### src/rtl/mips_pkg.sv
// Shared opcode/funct encodings and the hazard sequencer state type for the
// 5-stage MIPS pipeline.
package mips_pkg;

   localparam logic [5:0] OP_RTYPE = 6'b000000;
   localparam logic [5:0] OP_J     = 6'b000010;
   localparam logic [5:0] OP_JAL   = 6'b000011;
   localparam logic [5:0] OP_BEQ   = 6'b000100;
   localparam logic [5:0] OP_BNE   = 6'b000101;
   localparam logic [5:0] OP_LW    = 6'b100011;
   localparam logic [5:0] OP_SW    = 6'b101011;
   localparam logic [5:0] OP_HALT  = 6'b111111;

   localparam logic [5:0] FN_SLL   = 6'b000000;
   localparam logic [5:0] FN_SRL   = 6'b000010;
   localparam logic [5:0] FN_SRA   = 6'b000011;
   localparam logic [5:0] FN_JR    = 6'b001000;

   typedef enum logic [1:0] {
      ST_RUN    = 2'd0,
      ST_DRAIN  = 2'd1,
      ST_HALTED = 2'd2
   } state_t;

endpackage

### src/rtl/sat_counter.sv
// Saturating up-counter used for the stall and flush performance counters.
// Sticks at all-ones instead of wrapping; clear has priority over inc.
module sat_counter #(
   parameter int WIDTH = 32
) (
   input  logic             clock,
   input  logic             inc,
   input  logic             clear,
   output logic [WIDTH-1:0] count
);

   logic [WIDTH-1:0] r_count;

   always_ff @(posedge clock) begin
      if (clear) begin
         r_count <= '0;
      end else if (inc && (r_count != '1)) begin
         r_count <= r_count + WIDTH'(1);
      end
   end

   assign count = r_count;

endmodule

### src/rtl/pipeline_hazard_ctrl.sv
// Pipeline sequencer: load-use bubbles, IF/ID flushes for ID-resolved control
// flow, and the halt drain sequence, plus stall/flush performance counters.
module pipeline_hazard_ctrl
   import mips_pkg::*;
#(
   parameter int DRAIN_CYCLES = 2,
   parameter int CNT_WIDTH    = 32
) (
   input  logic                 clock,
   input  logic                 reset,
   input  logic [31:0]          id_instruction,
   input  logic                 id_branch_taken,
   input  logic [5:0]           ex_ALUopcode,
   input  logic                 ex_writeEnable,
   input  logic [4:0]           ex_writeAddress,
   output logic                 pc_enable,
   output logic                 if_id_enable,
   output logic                 if_id_flush,
   output logic                 id_ex_flush,
   output logic                 halted,
   output logic                 halt_done,
   output logic [CNT_WIDTH-1:0] stall_count,
   output logic [CNT_WIDTH-1:0] flush_count
);

   localparam int DRAIN_W = (DRAIN_CYCLES > 1) ? $clog2(DRAIN_CYCLES) : 1;
   localparam logic [DRAIN_W-1:0] DRAIN_LAST = DRAIN_W'(DRAIN_CYCLES - 1);

   state_t             r_state;
   state_t             w_stateNext;
   logic [DRAIN_W-1:0] r_drainCnt;
   logic [DRAIN_W-1:0] w_drainCntNext;

   logic [5:0] w_op;
   logic [4:0] w_rs;
   logic [4:0] w_rt;
   logic [5:0] w_funct;
   logic       w_usesRs;
   logic       w_usesRt;
   logic       w_exIsLw;
   logic       w_hz;
   logic       w_cf;
   logic       w_stallInc;
   logic       w_flushInc;
   logic       w_unusedBits;

   assign w_op    = id_instruction[31:26];
   assign w_rs    = id_instruction[25:21];
   assign w_rt    = id_instruction[20:16];
   assign w_funct = id_instruction[5:0];

   // Immediate/rd/shamt bits never influence hazard detection.
   assign w_unusedBits = ^id_instruction[15:6];

   // Shift-immediate R-types put their source in rt only; rs is a don't-care.
   always_comb begin
      w_usesRs = 1'b1;
      if ((w_op == OP_J) || (w_op == OP_JAL) || (w_op == OP_HALT)) begin
         w_usesRs = 1'b0;
      end else if ((w_op == OP_RTYPE) &&
                   ((w_funct == FN_SLL) || (w_funct == FN_SRL) || (w_funct == FN_SRA))) begin
         w_usesRs = 1'b0;
      end
   end

   assign w_usesRt = (w_op == OP_RTYPE) || (w_op == OP_BEQ) ||
                     (w_op == OP_BNE)   || (w_op == OP_SW);

   assign w_exIsLw = (ex_ALUopcode == OP_LW) && ex_writeEnable && (ex_writeAddress != 5'd0);

   assign w_hz = w_exIsLw &&
                 ((w_usesRs && (w_rs == ex_writeAddress)) ||
                  (w_usesRt && (w_rt == ex_writeAddress)));

   assign w_cf = id_branch_taken || (w_op == OP_J) || (w_op == OP_JAL) ||
                 ((w_op == OP_RTYPE) && (w_funct == FN_JR));

   always_ff @(posedge clock) begin
      if (reset) begin
         r_state    <= ST_RUN;
         r_drainCnt <= '0;
      end else begin
         r_state    <= w_stateNext;
         r_drainCnt <= w_drainCntNext;
      end
   end

   // A stall beats a flush: the branch is re-resolved next cycle with
   // forwarded data, so each branch is only ever counted once.
   always_comb begin
      w_stateNext    = r_state;
      w_drainCntNext = r_drainCnt;
      pc_enable      = 1'b0;
      if_id_enable   = 1'b0;
      if_id_flush    = 1'b1;
      id_ex_flush    = 1'b1;
      halted         = 1'b0;
      halt_done      = 1'b0;
      w_stallInc     = 1'b0;
      w_flushInc     = 1'b0;

      case (r_state)
         ST_RUN: begin
            if (ex_ALUopcode == OP_HALT) begin
               w_stateNext    = ST_DRAIN;
               w_drainCntNext = '0;
            end else if (w_hz) begin
               if_id_flush = 1'b0;
               id_ex_flush = 1'b1;
               w_stallInc  = 1'b1;
            end else if (w_cf) begin
               pc_enable    = 1'b1;
               if_id_enable = 1'b1;
               if_id_flush  = 1'b1;
               id_ex_flush  = 1'b0;
               w_flushInc   = 1'b1;
            end else begin
               pc_enable    = 1'b1;
               if_id_enable = 1'b1;
               if_id_flush  = 1'b0;
               id_ex_flush  = 1'b0;
            end
         end
         ST_DRAIN: begin
            halted = 1'b1;
            if (r_drainCnt == DRAIN_LAST) begin
               w_stateNext = ST_HALTED;
            end else begin
               w_drainCntNext = r_drainCnt + DRAIN_W'(1);
            end
         end
         ST_HALTED: begin
            halted    = 1'b1;
            halt_done = 1'b1;
         end
         default: begin
            w_stateNext = ST_RUN;
         end
      endcase

      if (reset) begin
         pc_enable    = 1'b0;
         if_id_enable = 1'b0;
         if_id_flush  = 1'b1;
         id_ex_flush  = 1'b1;
         halted       = 1'b0;
         halt_done    = 1'b0;
         w_stallInc   = 1'b0;
         w_flushInc   = 1'b0;
      end
   end

   sat_counter #(
      .WIDTH (CNT_WIDTH)
   ) u_stallCounter (
      .clock (clock),
      .inc   (w_stallInc),
      .clear (reset),
      .count (stall_count)
   );

   sat_counter #(
      .WIDTH (CNT_WIDTH)
   ) u_flushCounter (
      .clock (clock),
      .inc   (w_flushInc),
      .clear (reset),
      .count (flush_count)
   );

endmodule

### config.mk
export PLATFORM = sky130hd
export DESIGN_NAME = pipeline_hazard_ctrl
export DESIGN_NICKNAME = d
export VERILOG_FILES = /design/src/rtl/mips_pkg.sv /design/src/rtl/sat_counter.sv /design/src/rtl/pipeline_hazard_ctrl.sv
export SDC_FILE = /design/constraint.sdc
export NUM_CORES = 1
export LEC_CHECK = 0
export ABC_CLOCK_PERIOD_IN_PS = 3300
export CAP_MARGIN = 10
export CORE_MARGIN = 2
export CORE_UTILIZATION = 48
export CTS_CLUSTER_DIAMETER = 40
export DETAILED_ROUTE_END_ITERATION = 12
export PLACE_DENSITY = 0.83
export SETUP_SLACK_MARGIN = 0.5
export SYNTH_ARGS = -nofsm -noshare
export SYNTH_HDL_FRONTEND = slang
export SYNTH_SLANG_ARGS = --single-unit
### constraint.sdc
create_clock -name clock -period 3.3 [get_ports clock]
set_input_delay 0.66 -clock clock [delete_from_list [all_inputs] [get_ports clock]]
set_output_delay 0.66 -clock clock [all_outputs]
set_load 0.01 [all_outputs]
# Word-level counts from Yosys, hierarchy flattened
# Cells that the tools add are included.
[totals]
ff_bits = 67
latchBits = 0
ram_bits = 0
rom_bits = 0
in_bits = 47
output_inout_bits = 70
word_cells = 86
memories = 0
[op_classes]
addsub = 3
n_mul = 0
n_div = 0
magnitude_cmp = 0
eq_ne = 19
n_shift = 0
muxes = 31
bitwise_logic = 1
n_reduce_logical = 28
[ops]
columns = ["op", "count"]
rows = [
  ["$add A32 B1 Y32 const B", 2],
  ["$ne A32 B32 Y1 const B", 2],
  ["$mux W1", 27],
  ["$eq A6 B2 Y1 const B", 4],
  ["$eq A6 B6 Y1 const B", 4],
  ["$eq A6 B3 Y1 const B", 2],
  ["$logic_not A6 Y1", 2],
  ["$logic_or A1 B1 Y1", 11],
  ["$eq A5 B5 Y1", 2],
  ["$logic_and A1 B1 Y1", 9],
  ["$eq A6 B4 Y1 const B", 1],
  ["$pmux W2 S3", 1],
  ["$reduce_bool A5 Y1", 1],
  ["$mux W2", 2],
  ["$ne A2 B2 Y1 const B", 2],
  ["$reduce_and A3 Y1", 1],
  ["$eq A2 B1 Y1 const B", 1],
  ["$eq A2 B2 Y1 const B", 1],
  ["$logic_not A2 Y1", 1],
  ["$pmux W1 S2", 1],
  ["$reduce_and A2 Y1", 1],
  ["$reduce_bool A2 Y1", 1],
  ["$reduce_or A2 Y1", 1],
  ["$add A1 B1 Y1 const B", 1],
  ["$not A1 Y1", 1],
]

# Longest topological paths before layout
# Gate-level depths: netlist of the first run.
[depth]
word_depth = 14
depth_mapped = 10

# Modules after synthesis
# A second synthesis of the first run with hierarchy kept.
[unflattened]
hier_cells = 472
area_unflattened_um2 = 3881.2
[by_module_without_submodules]
columns = ["module", "instances", "cells_per_inst", "area_per_inst_um2", "seq_area_each_um2"]
rows = [
  ["sat_counter", 2, 199, 1674.1, 640.6],
  ["pipeline_hazard_ctrl", 1, 74, 533.0, 60.1],
]

# Worst setup path after synthesis of the first run
# No wires, ideal clock.
[synth_path]
kind = "input to output"
from = "in ex_ALUopcode[2]"
to = "out pc_enable"
t_arrival_ps = 2320
path_slack_ps = 320
stages = 8
cell_sequence = "or4b_1 > a211oi_2 > o21a_1 > buf_2 > buf_2 > buf_2 > nor2_1 > buf_4"
[synth_between]
elab_chain_len = 8
elab_cells_between_ends = 9
[synth_lines]
columns = ["element", "line_no", "text"]
rows = [
  ["from (decl)", "pipeline_hazard_ctrl.sv:13", "input logic [5:0] ex_ALUopcode,"],
  ["$eq A6 B6 Y1", "pipeline_hazard_ctrl.sv:69", "assign w_exIsLw = (ex_ALUopcode == OP_LW) && ex_writeEnable && (ex_writeAddress != 5'd0);"],
  ["$logic_and A1 B1 Y1 (2 in a row)", "pipeline_hazard_ctrl.sv:69", ""],
  ["$logic_and A1 B1 Y1", "pipeline_hazard_ctrl.sv:71", "assign w_hz = w_exIsLw &&"],
  ["$mux W1", "-", ""],
  ["$mux W1 (*) (3 in a row)", "-", ""],
  ["to (decl)", "pipeline_hazard_ctrl.sv:16", "output logic pc_enable,"],
]
# Mark *: on every way between the ends. The rest lies on a longest branch, timed or not.

# Final worst setup path of the first run
[layout_path]
from = "in ex_writeAddress[0]"
to = "out id_ex_flush"
[layout_between]
elab_chain_len = 8
elab_cells_between_ends = 12
[layout_lines]
columns = ["element", "line_no", "text"]
rows = [
  ["from (decl)", "pipeline_hazard_ctrl.sv:15", "input logic [4:0] ex_writeAddress,"],
  ["$eq A5 B5 Y1, on equally long branches", "pipeline_hazard_ctrl.sv:72, pipeline_hazard_ctrl.sv:73", ""],
  ["$logic_and A1 B1 Y1, on equally long branches", "pipeline_hazard_ctrl.sv:72, pipeline_hazard_ctrl.sv:73", ""],
  ["$logic_or A1 B1 Y1", "pipeline_hazard_ctrl.sv:72", "((w_usesRs && (w_rs == ex_writeAddress)) ||"],
  ["$logic_and A1 B1 Y1 (*)", "pipeline_hazard_ctrl.sv:71", ""],
  ["$mux W1 (*)", "-", ""],
  ["$mux W1 (*)", "pipeline_hazard_ctrl.sv:104", "if (ex_ALUopcode == OP_HALT) begin"],
  ["$mux W1 (*)", "pipeline_hazard_ctrl.sv:102", "case (r_state)"],
  ["$mux W1 (*)", "pipeline_hazard_ctrl.sv:141", "if (reset) begin"],
  ["to (decl)", "pipeline_hazard_ctrl.sv:19", "output logic id_ex_flush,"],
]
# Marks and branches as above.

==> impl_metrics.xml, run 1 <==
<?xml version="1.0" encoding="UTF-8"?>
<metrics>
  <group name="run_status">
    <metric name="run_status" unit="">finished clean</metric>
  </group>
  <group name="clock_network">
    <metric name="number_of_clock_sinks" unit="">67</metric>
    <metric name="number_of_buffers_on_the_longest_clock_path" unit="">2</metric>
    <metric name="numCtsBuffers" unit="">9</metric>
    <metric name="cts.reportedPaths.clkPinSlew" unit="ns">0.07</metric>
    <metric name="cts_tree" unit="">built</metric>
    <metric name="clock_tree.htree_level_count" unit="">3</metric>
    <metric name="worst_skew_pair.late_latency" unit="ns">0.35</metric>
    <metric name="cts_root_buf" unit="">clkbuf_8</metric>
  </group>
  <group name="sta">
    <metric name="final.setup.tns" unit="ns">0</metric>
    <metric name="timing.hold.ws" unit="ns">0.498</metric>
    <metric name="final_period_minus_worst_setup_slack" unit="ns">2.80</metric>
    <metric name="post-route-period-util" unit="%">84.8</metric>
    <metric name="finalSetupViolations" unit="">0</metric>
    <metric name="transition_at_the_pin_with_the_smallest_max_transition_slack" unit="ns">0.657</metric>
    <metric name="fin_worst_skew" unit="ns">0.00733</metric>
    <metric name="finalMaxSlewViolations" unit="">0</metric>
    <metric name="relSlewSlack" unit="%">56.2</metric>
    <metric name="setup_slack" unit="ns">0.501</metric>
    <metric name="final-hold-violation-count" unit="">0</metric>
    <metric name="timing.fmax" unit="MHz">357</metric>
    <metric name="rsz_0062_raised_after_global_routing" unit="">false</metric>
  </group>
  <group name="synth">
    <metric name="synthDistinctLibCells" unit="">46</metric>
    <metric name="dominantRegCellSynth" unit="">dfxtp_1</metric>
    <metric name="async_reset_ff_share" unit="%">0</metric>
    <metric name="synth_top_cells_by_area" unit="">dfxtp_1 (34%), a21oi_1 (6.3%), or4_1 (6.2%)</metric>
    <metric name="netlist_instances" unit="">479</metric>
    <metric name="syn-num-nets" unit="">532</metric>
    <metric name="yosysWarningCount" unit="">0</metric>
    <metric name="synth_common_cells" unit="">dfxtp_1 (67), a21oi_1 (49), or4_1 (32)</metric>
    <metric name="synth.avg_cell_area" unit="sq um">8.12</metric>
    <metric name="seq_cells_post_synth" unit="">67</metric>
    <metric name="edff_count_synth" unit="">0</metric>
    <metric name="post-synth-top-count-cell" unit="">dfxtp_1</metric>
    <metric name="synth.top_cell.area_share" unit="%">34.5</metric>
    <metric name="netlist_area_before_placement" unit="sq mm">0.00389</metric>
    <metric name="synth_largest_area_cell" unit="">dfxtp_1</metric>
    <metric name="sequential_cell_area_fraction_in_the_yosys_report" unit="%">34.5</metric>
  </group>
  <group name="floorplanning">
    <metric name="core_region_area" unit="sq mm">0.00781</metric>
    <metric name="die-area" unit="sq mm">0.00884</metric>
    <metric name="die_y" unit="microns">94.0</metric>
    <metric name="boundary_pin_count" unit="">117</metric>
    <metric name="initial_core_utilization" unit="%">49.8</metric>
    <metric name="cell_rows" unit="">32</metric>
    <metric name="die_width" unit="microns">94.0</metric>
  </group>
  <group name="placement">
    <metric name="worst_slack_at_placement" unit="ns">-0.139</metric>
    <metric name="place.gp.congestion" unit="">0.808</metric>
    <metric name="dpl.hpwl" unit="microns">7710</metric>
    <metric name="port-buffer-count" unit="">106</metric>
  </group>
  <group name="setup_path">
    <metric name="cp.required" unit="ns">2.64</metric>
    <metric name="timing.critical_path.max_delay_family" unit="">buffers and inverters</metric>
    <metric name="crit_chain" unit="">dlygate4sd2_1 -&gt; xnor2_1 -&gt; nand4_1 -&gt; nor4_4 -&gt; o21a_2 -&gt; buf_6 -&gt; nor2_4 -&gt; inv_1 -&gt; buf_2</metric>
    <metric name="cp_num_buf_inv" unit="">4</metric>
    <metric name="cp_max_fo" unit="">3</metric>
    <metric name="critical-path-slowest-cell" unit="">dlygate4sd2_1</metric>
    <metric name="worstSetupEndpointType" unit="">output pin</metric>
    <metric name="worst_path_largest_cell_delay" unit="ns">0.29</metric>
    <metric name="worst_ep_arrival_time" unit="ns">2.14</metric>
    <metric name="setup.worst_path.start_class" unit="">input port</metric>
    <metric name="worstSetupPathType" unit="">input port to output pin</metric>
  </group>
  <group name="power">
    <metric name="power-per-cell-area" unit="mW/mm^2">304</metric>
    <metric name="ir_worst_vdd" unit="V">0.000278</metric>
    <metric name="leakage" unit="uW">0.00184</metric>
    <metric name="report.power.total" unit="uW">1670</metric>
  </group>
  <group name="grt">
    <metric name="first_global_vias" unit="">4082</metric>
    <metric name="gr-total-overflow" unit="">0</metric>
    <metric name="grt_antenna_before_repair" unit="">0</metric>
    <metric name="grt_max_degree" unit="">66</metric>
    <metric name="aggregate_global_route_resource_usage" unit="%">26.3</metric>
    <metric name="grt_first_pass_wirelength" unit="microns">18700</metric>
  </group>
  <group name="run">
    <metric name="maxCapViolCount" unit="">0</metric>
  </group>
  <group name="route">
    <metric name="vias" unit="">4355</metric>
    <metric name="detail_route.wirelength" unit="microns">11600</metric>
    <metric name="vias_per_cell" unit="">6.16</metric>
    <metric name="route.antenna.remaining_nets" unit="">0</metric>
    <metric name="drt_first_pass_iters" unit="">4</metric>
    <metric name="drt_first_iter_violations" unit="">185</metric>
    <metric name="drt-wirelength-per-cell" unit="microns">16.4</metric>
    <metric name="remaining_drc_errors" unit="">0</metric>
  </group>
  <group name="layout">
    <metric name="drive_gt1_share" unit="%">15.4</metric>
    <metric name="area_growth_syn_to_layout" unit="%">41.0</metric>
    <metric name="nNetsFinal" unit="">655</metric>
    <metric name="fill_cells" unit="">630</metric>
    <metric name="num_antenna_cells" unit="">0</metric>
    <metric name="layout.core_utilization" unit="%">70.3</metric>
  </group>
  <group name="min_path">
    <metric name="min-delay-path-class" unit="">flip-flop to flip-flop</metric>
  </group>
</metrics>
-- final timing paths --
check / startpoint / end / slack [ns] / depth (start not counted)
hold / removal: u_stallCounter.count[9]$_SDFFE_PP0P_ / u_stallCounter.count[9]$_SDFFE_PP0P_ / 0.50 / 2
hold reg to reg: u_stallCounter.count[9]$_SDFFE_PP0P_ / u_stallCounter.count[9]$_SDFFE_PP0P_ / 0.50 / 2
setup reg to reg: u_stallCounter.count[10]$_SDFFE_PP0P_ / u_stallCounter.count[22]$_SDFFE_PP0P_ / 0.81 / 7
setup / recovery: ex_writeAddress[0] / id_ex_flush / 0.50 / 9
-- metal layers --
metal / vias to the layer above / wire (microns) / global-route usage, %
met5: - / 0 / 0
met4: 0 / 135 / 10.0
met3: 10 / 777 / 6.18
met2: 153 / 5770 / 45.2
met1: 2092 / 4910 / 31.8
li1: 2100 / - / -
-- placed cells by master, fill, tap and decap left out, types with 14 or more instances in the layout --
cell              n
dfxtp_1          67
buf_4            31
nand2_1          24
nor2_1           28
or3_1            14
nand3_1          28
a21oi_1          49
inv_1            17
o21ai_0          16
clkdlybuf4s50_1  71
nand4_1          23
or4_1            32
o31ai_1          29
-- area by class of cell --
class                   instances  area, sq um  area share [%]
flip-flops and latches         67         1340            24.4
well taps                     102          128            2.33
clock buffers                  11          141            2.58
inverters                      17         63.8            1.16
repair buffers                140         1300            23.7
clock inverters                 3         40.0           0.730
multi-input cells             367         2470            45.0
-- stage by stage --
stage	cells	cell area (sq um)
final	707	5490
after global routing	707	5490
after CTS	705	5400
after detailed placement	681	5130
after global placement	681	5130
after floorplan	479	3920
-- worst register-to-register path, cell delays in order, from the launching register on --
cell and delay (ns):
dfxtp_1 0.41, nand4_1 0.28, nor4_1 0.50, nand4_1 0.36, nor2b_2 0.18, buf_4 0.27, nor4_1 0.11, mux2_2 0.28
-- timing repair --
action | in CTS | in global routing
hold buffers | 0 | 0
pin swaps | 15 | 22
resized for setup | 51 | 31
buffers inserted | 10 | 2
endpoints found under the setup margin | 22 | 24
-- logic make-up (layout without fill, tap and decap cells) --
group	after synthesis	count (layout)	share of synthesized area, %
DFF	67	67	34.5
adders and majority gates	6	6	1.93
buffers and inverters	45	171	4.89
xor gates and xnor gates	10	10	2.25
and+or+nand+nor	215	215	32.6
AOI/OAI and AO/OA	124	124	20.4
muxes	12	12	3.44
-- report_power, final --
group	leakage (uW)	switching (uW)	internal (uW)
sequential	0.000540	4.77	813
combinational	0.00120	98.0	84.2
clock	0.0000950	309	359
total	0.00184	412	1260
-- state kept, by name (all words and copies together), names as in the netlist --
signal                cells
r_state                   2
r_drainCnt                1
u_flushCounter.count     32
u_stallCounter.count     32
(Power assumes the default switching activity.)
==> run 2, diff against run 1 <==
--- a/config.mk
+++ b/config.mk
@@ -5,7 +5,7 @@
 export SDC_FILE = /design/constraint.sdc
 export NUM_CORES = 1
 export LEC_CHECK = 0
-export ABC_CLOCK_PERIOD_IN_PS = 3300
+export ABC_CLOCK_PERIOD_IN_PS = 2750
 export CAP_MARGIN = 10
 export CORE_MARGIN = 2
 export CORE_UTILIZATION = 48
==> constraint.sdc (replaced) <==
create_clock -name clock -period 2.75 [get_ports clock]
set_input_delay 0.55 -clock clock [delete_from_list [all_inputs] [get_ports clock]]
set_output_delay 0.55 -clock clock [all_outputs]
set_load 0.01 [all_outputs]
==> run 2 against run 1 <==
  * Die area stayed put
  * Via count rose by 10%
  * Worst hold slack worse by 0.0043 ns
  * Cell count increased by 4.1%
  * Critical endpoint is now if_id_flush
==> impl_metrics.xml, run 2 (synthesis gave the netlist of run 1 again) <==
<?xml version="1.0" encoding="UTF-8"?>
<metrics>
  <group name="route">
    <metric name="remaining_drc_errors" unit="">0</metric>
    <metric name="detail_route.wirelength" unit="microns">14300</metric>
    <metric name="drt_first_iter_violations" unit="">361</metric>
    <metric name="drt_first_pass_iters" unit="">5</metric>
    <metric name="vias_per_cell" unit="">6.51</metric>
    <metric name="vias" unit="">4790</metric>
    <metric name="drt-wirelength-per-cell" unit="microns">19.4</metric>
    <metric name="route.antenna.remaining_nets" unit="">0</metric>
  </group>
  <group name="layout">
    <metric name="area_growth_syn_to_layout" unit="%">60.7</metric>
    <metric name="stdcell_area" unit="sq mm">0.00625</metric>
    <metric name="num_antenna_cells" unit="">0</metric>
    <metric name="regArea" unit="sq mm">0.00136</metric>
    <metric name="layout.cells.most_common_list" unit="">clkdlybuf4s50_1 (64), dfxtp_1 (54), buf_4 (48)</metric>
    <metric name="drive_gt1_share" unit="%">35.5</metric>
    <metric name="nNetsFinal" unit="">684</metric>
    <metric name="fill_cells" unit="">458</metric>
    <metric name="finish.cell_count_without_fillers" unit="">736</metric>
    <metric name="multiInputGateArea" unit="sq mm">0.00299</metric>
    <metric name="most_common_cell_after_layout_fill_and_taps_aside" unit="">clkdlybuf4s50_1</metric>
  </group>
  <group name="grt">
    <metric name="grt_first_pass_wirelength" unit="microns">19600</metric>
    <metric name="gr-total-overflow" unit="">0</metric>
    <metric name="grt_antenna_before_repair" unit="">0</metric>
    <metric name="first_global_vias" unit="">4254</metric>
    <metric name="aggregate_global_route_resource_usage" unit="%">27.6</metric>
    <metric name="grt_max_degree" unit="">48</metric>
  </group>
  <group name="floorplanning">
    <metric name="die-area" unit="sq mm">0.00884</metric>
    <metric name="die_width" unit="microns">94.0</metric>
    <metric name="boundary_pin_count" unit="">117</metric>
    <metric name="cell_rows" unit="">32</metric>
    <metric name="initial_core_utilization" unit="%">49.8</metric>
    <metric name="die_y" unit="microns">94.0</metric>
    <metric name="core_region_area" unit="sq mm">0.00781</metric>
  </group>
  <group name="sta">
    <metric name="rsz_0062_raised_after_global_routing" unit="">true</metric>
    <metric name="setup_slack" unit="ns">0.244</metric>
    <metric name="finalSetupViolations" unit="">0</metric>
    <metric name="relSlewSlack" unit="%">60.9</metric>
    <metric name="final_period_minus_worst_setup_slack" unit="ns">2.51</metric>
    <metric name="transition_at_the_pin_with_the_smallest_max_transition_slack" unit="ns">0.584</metric>
    <metric name="final-hold-violation-count" unit="">0</metric>
    <metric name="finalMaxSlewViolations" unit="">0</metric>
    <metric name="post-route-period-util" unit="%">91.1</metric>
    <metric name="timing.fmax" unit="MHz">399</metric>
    <metric name="fin_worst_skew" unit="ns">0.00855</metric>
  </group>
  <group name="min_path">
    <metric name="min-delay-path-class" unit="">flip-flop to flip-flop</metric>
  </group>
  <group name="clock_network">
    <metric name="clock_tree.htree_level_count" unit="">3</metric>
    <metric name="cts.reportedPaths.clkPinSlew" unit="ns">0.07</metric>
    <metric name="cts_tree" unit="">built</metric>
    <metric name="number_of_buffers_on_the_longest_clock_path" unit="">2</metric>
    <metric name="worst_skew_pair.late_latency" unit="ns">0.34</metric>
    <metric name="holdBufCountCts" unit="">0</metric>
    <metric name="numCtsBuffers" unit="">9</metric>
    <metric name="cts_root_buf" unit="">clkbuf_8</metric>
    <metric name="number_of_clock_sinks" unit="">67</metric>
  </group>
  <group name="placement">
    <metric name="dp_cells" unit="">696</metric>
    <metric name="dpl.hpwl" unit="microns">8200</metric>
    <metric name="post_dp_cell_area" unit="sq mm">0.00530</metric>
    <metric name="port-buffer-count" unit="">106</metric>
    <metric name="worst_slack_at_placement" unit="ns">-0.563</metric>
    <metric name="place.gp.congestion" unit="">0.825</metric>
  </group>
  <group name="run_status">
    <metric name="run_status" unit="">finished clean</metric>
  </group>
  <group name="run">
    <metric name="maxCapViolCount" unit="">0</metric>
  </group>
  <group name="power">
    <metric name="leakage" unit="uW">0.00211</metric>
    <metric name="power-per-cell-area" unit="mW/mm^2">326</metric>
    <metric name="ir_worst_vdd" unit="V">0.000244</metric>
    <metric name="report.power.total" unit="uW">2040</metric>
  </group>
  <group name="setup_path">
    <metric name="cp_max_fo" unit="">3</metric>
    <metric name="worstSetupPathType" unit="">input port to output pin</metric>
    <metric name="worst_ep_arrival_time" unit="ns">1.96</metric>
    <metric name="worstSetupEndpointType" unit="">output pin</metric>
    <metric name="cp.required" unit="ns">2.20</metric>
    <metric name="setup.worst_path.start_class" unit="">input port</metric>
  </group>
</metrics>
==> run 2: what timing repair did <==
action                     in CTS  in global routing
setup buffers                   9                 13
setup endpoints to repair      69                 61
cloned                          2                  2
pin swaps                      35                 55
gates resized for setup       138                133
==> run 2: cell type report <==
| cell class | count | area share (%) |
|---|---|---|
| repair buffers | 169 | 24.5 |
| well taps | 102 | 2.04 |
| clock buffers | 11 | 2.26 |
| multi-input cells | 367 | 47.8 |
| flip-flops and latches | 67 | 21.7 |
| inverters | 17 | 1.02 |
| clock inverters | 3 | 0.640 |
==> run 2: final timing paths <==
| kind | start | to | slack (ns) | cells past startpoint |
|---|---|---|---|---|
| min reg2reg | u_stallCounter.count[0]$_SDFFE_PP0P_ | u_stallCounter.count[0]$_SDFFE_PP0P_ | 0.49 | 2 |
| max reg2reg | u_stallCounter.count[26]$_SDFFE_PP0P_ | u_stallCounter.count[20]$_SDFFE_PP0P_ | 0.31 | 7 |
| min | u_stallCounter.count[0]$_SDFFE_PP0P_ | u_stallCounter.count[0]$_SDFFE_PP0P_ | 0.49 | 2 |
| max | ex_ALUopcode[3] | if_id_flush | 0.24 | 7 |
==> run 2: critical path, stage by stage <==
cell,delay (ns)
buf_6,0.09
or4b_4,0.54
a211oi_4,0.25
o21a_2,0.22
buf_4,0.12
o21ai_2,0.05
buf_2,0.14
==> run 2: routing by layer <==
layer / GRT usage [%] / vias up / share of wire (%)
met5: 0 / - / 0
met4: 11.4 / 0 / 3.4
met3: 6.26 / 52 / 8.9
met2: 46.7 / 282 / 50
met1: 33.7 / 2291 / 37
li1: - / 2165 / -
==> run 2: report_power, final <==
part           switching, uW  leakage [uW]  total (uW)  internal, uW
Clock                    362     0.0000950         793           431
Combinational            147       0.00147         265           118
Sequential              6.75      0.000546         982           975
==> run 2: through the flow <==
stage	setup TNS (ns)	utilization, %	hold slack [ns]
after floorplan	0	-	0.493
after global routing	0	80.1	0.515
final	0	80.1	0.494
after global placement	-6.87	67.9	0.480
after detailed placement	-10.38	67.9	0.494
after CTS	0	72.8	0.505
==> run 3, diff against run 2 <==
--- a/config.mk
+++ b/config.mk
@@ -13,6 +13,8 @@
 export DETAILED_ROUTE_END_ITERATION = 12
 export PLACE_DENSITY = 0.83
 export SETUP_SLACK_MARGIN = 0.5
+export SKIP_CTS_REPAIR_TIMING = 1
+export SLEW_MARGIN = 20
 export SYNTH_ARGS = -nofsm -noshare
 export SYNTH_HDL_FRONTEND = slang
 export SYNTH_SLANG_ARGS = --single-unit
==> run 3 against run 2 <==
  * First-iteration DRC count is 4.4% lower
  * Non-clock buffer count is 7 lower
  * Design area is 2.5% lower
  * Via count is 1.5% lower
  * Largest cell class unchanged
==> impl_metrics.xml, run 3 (synthesis gave the netlist of run 1 again) <==
<?xml version="1.0" encoding="UTF-8"?>
<metrics>
  <group name="setup_path">
    <metric name="critical-path-slowest-cell" unit="">o211ai_1</metric>
    <metric name="worstSetupPathType" unit="">input port to output pin</metric>
    <metric name="critPathMostFrequentCell" unit="">buf_6</metric>
    <metric name="worst_path_largest_cell_delay" unit="ns">0.29</metric>
    <metric name="timing.critical_path.max_delay_family" unit="">compound AO/OA/AOI/OAI gates</metric>
    <metric name="cp_max_fo" unit="">4</metric>
    <metric name="ff2ff_path_depth" unit="">6</metric>
    <metric name="worstSetupEndpointType" unit="">output pin</metric>
    <metric name="cp_num_buf_inv" unit="">4</metric>
    <metric name="worst_ep_arrival_time" unit="ns">1.95</metric>
    <metric name="critical_path_cell_count" unit="">9</metric>
    <metric name="setup.worst_path.start_class" unit="">input port</metric>
    <metric name="crit_chain" unit="">clkbuf_2 -&gt; nand4_1 -&gt; o211ai_1 -&gt; a211oi_2 -&gt; o21a_2 -&gt; buf_6 -&gt; nor2_4 -&gt; inv_2 -&gt; buf_6</metric>
    <metric name="cp.required" unit="ns">2.20</metric>
  </group>
  <group name="clock_network">
    <metric name="clock_tree.htree_level_count" unit="">3</metric>
    <metric name="cts.reportedPaths.clkPinSlew" unit="ns">0.07</metric>
    <metric name="cts_tree" unit="">built</metric>
    <metric name="numCtsBuffers" unit="">9</metric>
    <metric name="number_of_buffers_on_the_longest_clock_path" unit="">2</metric>
    <metric name="number_of_clock_sinks" unit="">67</metric>
    <metric name="worst_skew_pair.late_latency" unit="ns">0.34</metric>
    <metric name="cts_root_buf" unit="">clkbuf_8</metric>
  </group>
  <group name="layout">
    <metric name="layout.cells.most_common_list" unit="">clkdlybuf4s50_1 (66), dfxtp_1 (51), buf_4 (48)</metric>
    <metric name="num_antenna_cells" unit="">0</metric>
    <metric name="regArea" unit="sq mm">0.00137</metric>
    <metric name="most_common_cell_after_layout_fill_and_taps_aside" unit="">clkdlybuf4s50_1</metric>
    <metric name="fill_cells" unit="">498</metric>
    <metric name="stdcell_area" unit="sq mm">0.00609</metric>
    <metric name="multiInputGateArea" unit="sq mm">0.00281</metric>
    <metric name="drive_gt1_share" unit="%">31.7</metric>
    <metric name="nNetsFinal" unit="">677</metric>
    <metric name="area_growth_syn_to_layout" unit="%">56.6</metric>
  </group>
  <group name="grt">
    <metric name="grt_antenna_before_repair" unit="">0</metric>
    <metric name="aggregate_global_route_resource_usage" unit="%">25.7</metric>
    <metric name="grt_first_pass_wirelength" unit="microns">18400</metric>
    <metric name="first_global_vias" unit="">4039</metric>
    <metric name="gr-total-overflow" unit="">0</metric>
    <metric name="grt_max_degree" unit="">48</metric>
  </group>
  <group name="power">
    <metric name="ir_worst_vdd" unit="V">0.000242</metric>
    <metric name="leakage" unit="uW">0.00215</metric>
    <metric name="power-per-cell-area" unit="mW/mm^2">335</metric>
  </group>
  <group name="placement">
    <metric name="port-buffer-count" unit="">106</metric>
    <metric name="place.gp.congestion" unit="">0.825</metric>
    <metric name="dpl.hpwl" unit="microns">8200</metric>
    <metric name="post_dp_cell_area" unit="sq mm">0.00530</metric>
  </group>
  <group name="floorplanning">
    <metric name="boundary_pin_count" unit="">117</metric>
    <metric name="die_width" unit="microns">94.0</metric>
    <metric name="core_region_area" unit="sq mm">0.00781</metric>
    <metric name="die_y" unit="microns">94.0</metric>
    <metric name="cell_rows" unit="">32</metric>
    <metric name="die-area" unit="sq mm">0.00884</metric>
    <metric name="initial_core_utilization" unit="%">49.8</metric>
  </group>
  <group name="sta">
    <metric name="final_period_minus_worst_setup_slack" unit="ns">2.50</metric>
    <metric name="relSlewSlack" unit="%">62.4</metric>
    <metric name="finalSetupViolations" unit="">0</metric>
    <metric name="transition_at_the_pin_with_the_smallest_max_transition_slack" unit="ns">0.564</metric>
    <metric name="finalMaxSlewViolations" unit="">0</metric>
    <metric name="timing.fmax" unit="MHz">400</metric>
    <metric name="post-route-period-util" unit="%">91.0</metric>
    <metric name="final.setup.tns" unit="ns">0</metric>
    <metric name="rsz_0062_raised_after_global_routing" unit="">true</metric>
    <metric name="final-hold-violation-count" unit="">0</metric>
    <metric name="fin_worst_skew" unit="ns">0.00946</metric>
  </group>
  <group name="min_path">
    <metric name="min-delay-path-class" unit="">flip-flop to flip-flop</metric>
    <metric name="hold-path-cell-count" unit="">2</metric>
  </group>
  <group name="route">
    <metric name="route.antenna.remaining_nets" unit="">0</metric>
    <metric name="drt-wirelength-per-cell" unit="microns">18.5</metric>
    <metric name="drt_first_iter_violations" unit="">345</metric>
    <metric name="drt_first_pass_iters" unit="">5</metric>
    <metric name="detail_route.wirelength" unit="microns">13500</metric>
    <metric name="remaining_drc_errors" unit="">0</metric>
    <metric name="vias" unit="">4719</metric>
    <metric name="vias_per_cell" unit="">6.47</metric>
  </group>
  <group name="run_status">
    <metric name="run_status" unit="">finished clean</metric>
  </group>
  <group name="run">
    <metric name="maxCapViolCount" unit="">0</metric>
  </group>
</metrics>
[run 3: cell count changes in the layout (fill, tap and decap cells not counted), moves of 4 or more]
cell / delta
dlygate4sd2_1: -6
a21oi_1: +7
nor4_2: +6
buf_2: -13
dlymetal6s2s_1: +18
a21oi_2: -7
or3_1: +4
or3_4: -4
nor4_4: -5
clkdlybuf4s15_1: -7
[run 3: layout make-up]
| type | instances | area share, % |
|---|---|---|
| Sequential cell | 67 | 22.4 |
| Inverter | 17 | 1.05 |
| Multi-Input combinational cell | 367 | 46.2 |
| Tap cell | 102 | 2.09 |
| Clock inverter | 3 | 0.657 |
| Timing Repair Buffer | 162 | 25.3 |
| Clock buffer | 11 | 2.32 |
[run 3: worst min-delay path, delay by kind of cell (launching register included)]
family,cells,cell delay [ns]
AOI/OAI and AO/OA,2,0.13
DFF,1,0.33
[run 3: stage by stage]
step,hold slack (ns),util [%],setup WS [ns],cells,power [uW]
finish,0.499,78.1,0.248,729,2040
global route,0.525,78.1,0.161,729,2110
CTS,0.505,70.2,-0.551,710,2010
detailed placement,0.494,67.9,-0.563,696,1240
global placement,0.480,67.9,-0.507,696,1230
floorplan,0.493,-,0.152,479,1100
[run 3: worst paths after layout]
path / start / to / slack (ns)
min reg2reg: u_flushCounter.count[23]$_SDFFE_PP0P_ / u_flushCounter.count[23]$_SDFFE_PP0P_ / 0.50
max: id_instruction[27] / id_ex_flush / 0.25
min: u_flushCounter.count[23]$_SDFFE_PP0P_ / u_flushCounter.count[23]$_SDFFE_PP0P_ / 0.50
max reg2reg: u_flushCounter.count[7]$_SDFFE_PP0P_ / u_flushCounter.count[28]$_SDFFE_PP0P_ / 0.41
[run 3: power by group]
part / internal, uW / switching (uW)
Sequential: 974 / 7.53
Clock: 431 / 367
Combinational: 124 / 136
Total: 1530 / 510
[run 3: routing by layer]
metal / track usage, % / up-vias / wire length (microns)
li1: - / 2137 / -
met3: 5.62 / 61 / 1000
met1: 32.4 / 2245 / 5380
met4: 9.30 / 0 / 510
met5: 0 / - / 0
met2: 43.0 / 276 / 6610
